`src/rtl/addsub_arbiter.sv`:
```
// Two-requester round-robin front end sharing one registered N-bit adder/subtractor.
// Optional overflow saturation of the result when ADDSUB_ARB_SAT_EN is defined.
module addsub_arbiter #(
  parameter int N = 8
) (
  input  logic         clk,
  input  logic         rst_n,
  input  logic         req0_valid,
  output logic         req0_ready,
  input  logic [N-1:0] req0_x,
  input  logic [N-1:0] req0_y,
  input  logic         req0_sub,
  input  logic         req1_valid,
  output logic         req1_ready,
  input  logic [N-1:0] req1_x,
  input  logic [N-1:0] req1_y,
  input  logic         req1_sub,
  output logic         rsp_valid,
  input  logic         rsp_ready,
  output logic [N-1:0] rsp_z,
  output logic         rsp_c,
  output logic         rsp_v,
  output logic         rsp_id,
  output logic         busy
);

  typedef enum logic [1:0] {
    IDLE = 2'd0,
    EXEC = 2'd1,
    RESP = 2'd2
  } state_t;

  state_t         state_q;
  logic           prio_q;
  logic [N-1:0]   x_q;
  logic [N-1:0]   y_q;
  logic           sub_q;
  logic           id_q;
  logic           rsp_valid_q;
  logic [N-1:0]   rsp_z_q;
  logic           rsp_c_q;
  logic           rsp_v_q;
  logic           rsp_id_q;

  logic           idle;
  logic           any_valid;
  logic           gnt_id;
  logic [N-1:0]   yc;
  logic [N:0]     sum;
  logic           ovf_d;
  logic [N-1:0]   z_d;

  // Grant is only meaningful in IDLE; the pointer breaks ties between two valid requesters.
  always_comb begin
    idle       = (state_q == IDLE);
    any_valid  = req0_valid | req1_valid;
    gnt_id     = (req0_valid & req1_valid) ? prio_q : req1_valid;
    req0_ready = idle & req0_valid & ~gnt_id;
    req1_ready = idle & req1_valid &  gnt_id;
  end

  always_comb begin
    yc    = y_q ^ {N{sub_q}};
    sum   = {1'b0, x_q} + {1'b0, yc} + {{N{1'b0}}, sub_q};
    ovf_d = (x_q[N-1] == yc[N-1]) & (sum[N-1] != x_q[N-1]);
`ifdef ADDSUB_ARB_SAT_EN
    if (ovf_d) begin
      z_d = x_q[N-1] ? {1'b1, {(N-1){1'b0}}} : {1'b0, {(N-1){1'b1}}};
    end else begin
      z_d = sum[N-1:0];
    end
`else
    z_d = sum[N-1:0];
`endif
  end

  always_ff @(posedge clk or negedge rst_n) begin
    if (!rst_n) begin
      state_q     <= IDLE;
      prio_q      <= 1'b0;
      x_q         <= '0;
      y_q         <= '0;
      sub_q       <= 1'b0;
      id_q        <= 1'b0;
      rsp_valid_q <= 1'b0;
      rsp_z_q     <= '0;
      rsp_c_q     <= 1'b0;
      rsp_v_q     <= 1'b0;
      rsp_id_q    <= 1'b0;
    end else begin
      unique case (state_q)
        IDLE: begin
          if (any_valid) begin
            x_q     <= gnt_id ? req1_x   : req0_x;
            y_q     <= gnt_id ? req1_y   : req0_y;
            sub_q   <= gnt_id ? req1_sub : req0_sub;
            id_q    <= gnt_id;
            prio_q  <= ~gnt_id;
            state_q <= EXEC;
          end
        end
        EXEC: begin
          rsp_z_q     <= z_d;
          rsp_c_q     <= sum[N];
          rsp_v_q     <= ovf_d;
          rsp_id_q    <= id_q;
          rsp_valid_q <= 1'b1;
          state_q     <= RESP;
        end
        RESP: begin
          if (rsp_ready) begin
            rsp_valid_q <= 1'b0;
            state_q     <= IDLE;
          end
        end
        default: state_q <= IDLE;
      endcase
    end
  end

  assign rsp_valid = rsp_valid_q;
  assign rsp_z     = rsp_z_q;
  assign rsp_c     = rsp_c_q;
  assign rsp_v     = rsp_v_q;
  assign rsp_id    = rsp_id_q;
  assign busy      = (state_q != IDLE);

endmodule

```
`config.mk`:
```
export PLATFORM = sky130hd
export DESIGN_NAME = addsub_arbiter
export DESIGN_NICKNAME = d
export VERILOG_FILES = /design/src/rtl/addsub_arbiter.sv
export SDC_FILE = /design/constraint.sdc
export NUM_CORES = 1
export LEC_CHECK = 0
export ABC_AREA = 1
export ABC_CLOCK_PERIOD_IN_PS = 2700
export BUFFER_PORTS_ARGS = -buffer_cell sky130_fd_sc_hd__buf_2
export CORE_ASPECT_RATIO = 0.8
export CORE_MARGIN = 1.5
export CORE_UTILIZATION = 30
export CTS_CLUSTER_DIAMETER = 150
export DETAILED_ROUTE_END_ITERATION = 8
export PLACE_DENSITY = 0.51
export SYNTH_ARGS = -nofsm -noshare
export SYNTH_HDL_FRONTEND = slang
export SYNTH_SLANG_ARGS = --single-unit
```
`constraint.sdc`:
```
create_clock -name clk -period 2.7 [get_ports clk]
set_input_delay 0.27 -clock clk [delete_from_list [all_inputs] [get_ports clk]]
set_output_delay 0.27 -clock clk [all_outputs]
set_load 0.05 [all_outputs]
```
==> flow_summary.ini <==
[run_status]
status = finished, final reports clean

[sta]
fin_crit_sh_pct = 82.2
setup_viol = 0
fin_setup_tns_ns = 0
grt_setup_unrepaired = no
worstMarginPinSlew_ns = 0.745
maxSlewViolCount = 0
fin_ws_ns = 0.482
holdWs_ns = 0.0496
hold_violations = 0
fmax_mhz = 451
min_period_ns = 2.22
clock_skew_ns = 0.00465
relSlewSlack_pct = 50.3

[run]
cap_violations = 0

[drt]
drtIter0Drc = 83
routed_wl_mm = 4.27
post-route-drc-count = 0
post_drt_via_cell_ratio = 4.31
routedWlPerCell_um = 11.6
vias = 1581
ant_nets = 0
drtPass1Iterations = 4

[cts]
cts_tree = built
htreeDepth = 2
clk_path_buf_depth = 2
cts_resized = 0
cts_sinks = 33
insertion_delay_ns = 0.28
clk_pin_slew_ns = 0.07
cts_setup_buffers = 0
cts_made_buffers = 5
postCtsHoldBufs = 0
cts-root-buf = clkbuf_8

[logic_synthesis]
syn_area_per_cell_sq_um = 8.31
synth_seq_cells = 33
synth_area_leaders = dfrtp_1 43%, nand2_1 15%, nand3_2 4.7%, ha_1 4.6%, nand3_1 4.2%
syn_area_sq_um = 1910
yosysWarnings = 0
yosysSeqAreaShare_pct = 43.2
syn-num-nets = 277
synth.distinct_cells = 29
yosysTopAreaCell = dfrtp_1
syn-instance-count = 230
synth_top_area_share_pct = 43.2

[setup_path]
critPathBufInv = 4
critPathMaxStageDelay_ns = 0.41
crit_fanout = 18
cp.required_ns = 2.43
startpoint = state_q[1]
critPathKind = reg -> out
path_cells = inv_2 > nand2_2 > or2_1 > clkinv_4 > nand2_4 > inv_6 > buf_2
reg2reg_from = sub_q
crit_slowest_cell = dfrtp_1
start_kind = register
worstSetupEndpointType = output pin
cp.arrival_ns = 1.95
critical_path.top_delay_family = buffers and inverters

[die]
initial_utilization_pct = 31.7
ios = 54
die_area_sq_um = 6860
die_h_um = 74.4
dieWidth_um = 92.3
core-area_sq_um = 6040
rows = 25

[placed_design]
place_congestion = 0.823
preCtsSetupSlack_ns = 0.738
placed_cells = 359
port_buffers = 53
dp_hpwl_mm = 3.25

[grt]
grt_pass1_vias = 1600
gr-total-overflow = 0
grt_pass1_wl_mm = 7.47
antenna_found_initial = 0
grt_max_degree = 34
grt_usage_pct = 14.2

[final_layout]
drive_above_1_share_pct = 31.5
antennaDiodeCount = 0
layout.nets = 332
area_growth_pct = 22.0
stdcell_count = 367

[pwr]
ir_drop_uv = 431
power.leakage_nw = 1.29
power_w = 0.00349
powerDensity_nw_per_um2 = 1500

[min_path]
min_path_type = in -> async
[cells in the mapped netlist, drive strengths merged]
| master | number |
|---|---|
| ha | 7 |
| inv | 24 |
| clkinv | 1 |
| buf | 4 |
| dfrtp | 33 |
| xnor2 | 4 |
| xor2 | 6 |
| o21ai | 12 |
| nand4 | 4 |
| fa | 1 |
| clkbuf | 2 |
| or2 | 2 |
| nand2 | 86 |
| a21o | 1 |
| nand3 | 25 |
| a21oi | 7 |
| nor2 | 7 |
| o211ai | 3 |
| nand3b | 1 |
[path summary, 6_finish.rpt]
check                             endpoint  slack, ns  cells past startpoint
worst max-delay path            req1_ready       0.48                      7
worst min-delay path              rsp_z[7]       0.05                      1
worst max register to register    rsp_z[7]       0.72                      8
worst min register to register    rsp_z[5]       0.48                      2
max in group asynchronous           x_q[7]       2.18                      1
min in group clk                    y_q[3]       0.19                      3
[registers in the layout, indices dropped and copies added (netlist names)]
name,cells
prio_q,1
x_q,8
rsp_c,1
state_q,2
sub_q,1
rsp_valid,1
rsp_id,1
rsp_z,8
rsp_v,1
id_q,1
y_q,8
[logic make-up (layout without fill, tap and decap cells)]
kind of cell | after synthesis | after routing | share of synthesized area (%)
compound gates | 23 | 23 | 6.54
buf+inv | 31 | 87 | 8.44
flops | 33 | 33 | 43.2
simple gates | 125 | 125 | 31.6
fa+ha+maj | 8 | 8 | 5.63
xor+xnor | 10 | 10 | 4.58
[metrics by stage]
step | utilization [%] | instance area, sq um
after global placement | 37.0 | 2230
after detailed placement | 37.0 | 2230
after floorplan | - | 1910
after global routing | 38.6 | 2330
after CTS | 38.6 | 2330
final | 38.6 | 2330
[placed cells by master (no fill, tap or decap), types with 2 or more instances in the layout]
| cell | n |
|---|---|
| nand4_1 | 4 |
| nand2_1 | 74 |
| nor2_1 | 7 |
| inv_1 | 19 |
| o21ai_1 | 2 |
| o21ai_0 | 10 |
| xnor2_1 | 4 |
| nand3_2 | 9 |
| inv_2 | 3 |
| nand2_4 | 2 |
| dfrtp_1 | 33 |
| xor2_1 | 6 |
| ha_1 | 7 |
| a21oi_1 | 7 |
| clkbuf_8 | 7 |
| nand3_1 | 16 |
| nand2_2 | 10 |
| o211ai_1 | 3 |
| buf_2 | 53 |
[metal layers]
metal,part of all wire (%),track usage [%],up-vias
li1,-,-,842
met1,52,19.7,692
met2,41,21.7,43
met3,5.2,3.89,4
met4,1.2,4.62,0
met5,0,0,-
[power breakdown]
group / internal, W / switching (W)
combinational: 0.000738 / 0.00144
sequential: 0.000738 / 0.000164
clock: 0.000230 / 0.000180
total: 0.00171 / 0.00178
[layout make-up]
type / count / area (sq um)
fillers: 644 / 3700
multi-input cells: 166 / 925
flip-flops and latches: 33 / 826
repair buffers: 54 / 273
inverters: 25 / 106
well taps: 81 / 101
clock buffers: 7 / 96.3
clock inverters: 1 / 5.00
[worst reg2reg max path, stage by stage (launching register included)]
cell and delay (ns):
dfrtp_1 0.50, xor2_1 0.21, ha_1 0.35, a21oi_1 0.27, nor2_1 0.07, nor2_1 0.22
nand3_1 0.11, o21ai_0 0.09, nor2_1 0.06
Note: power is estimated with default switching activity, not from simulation.
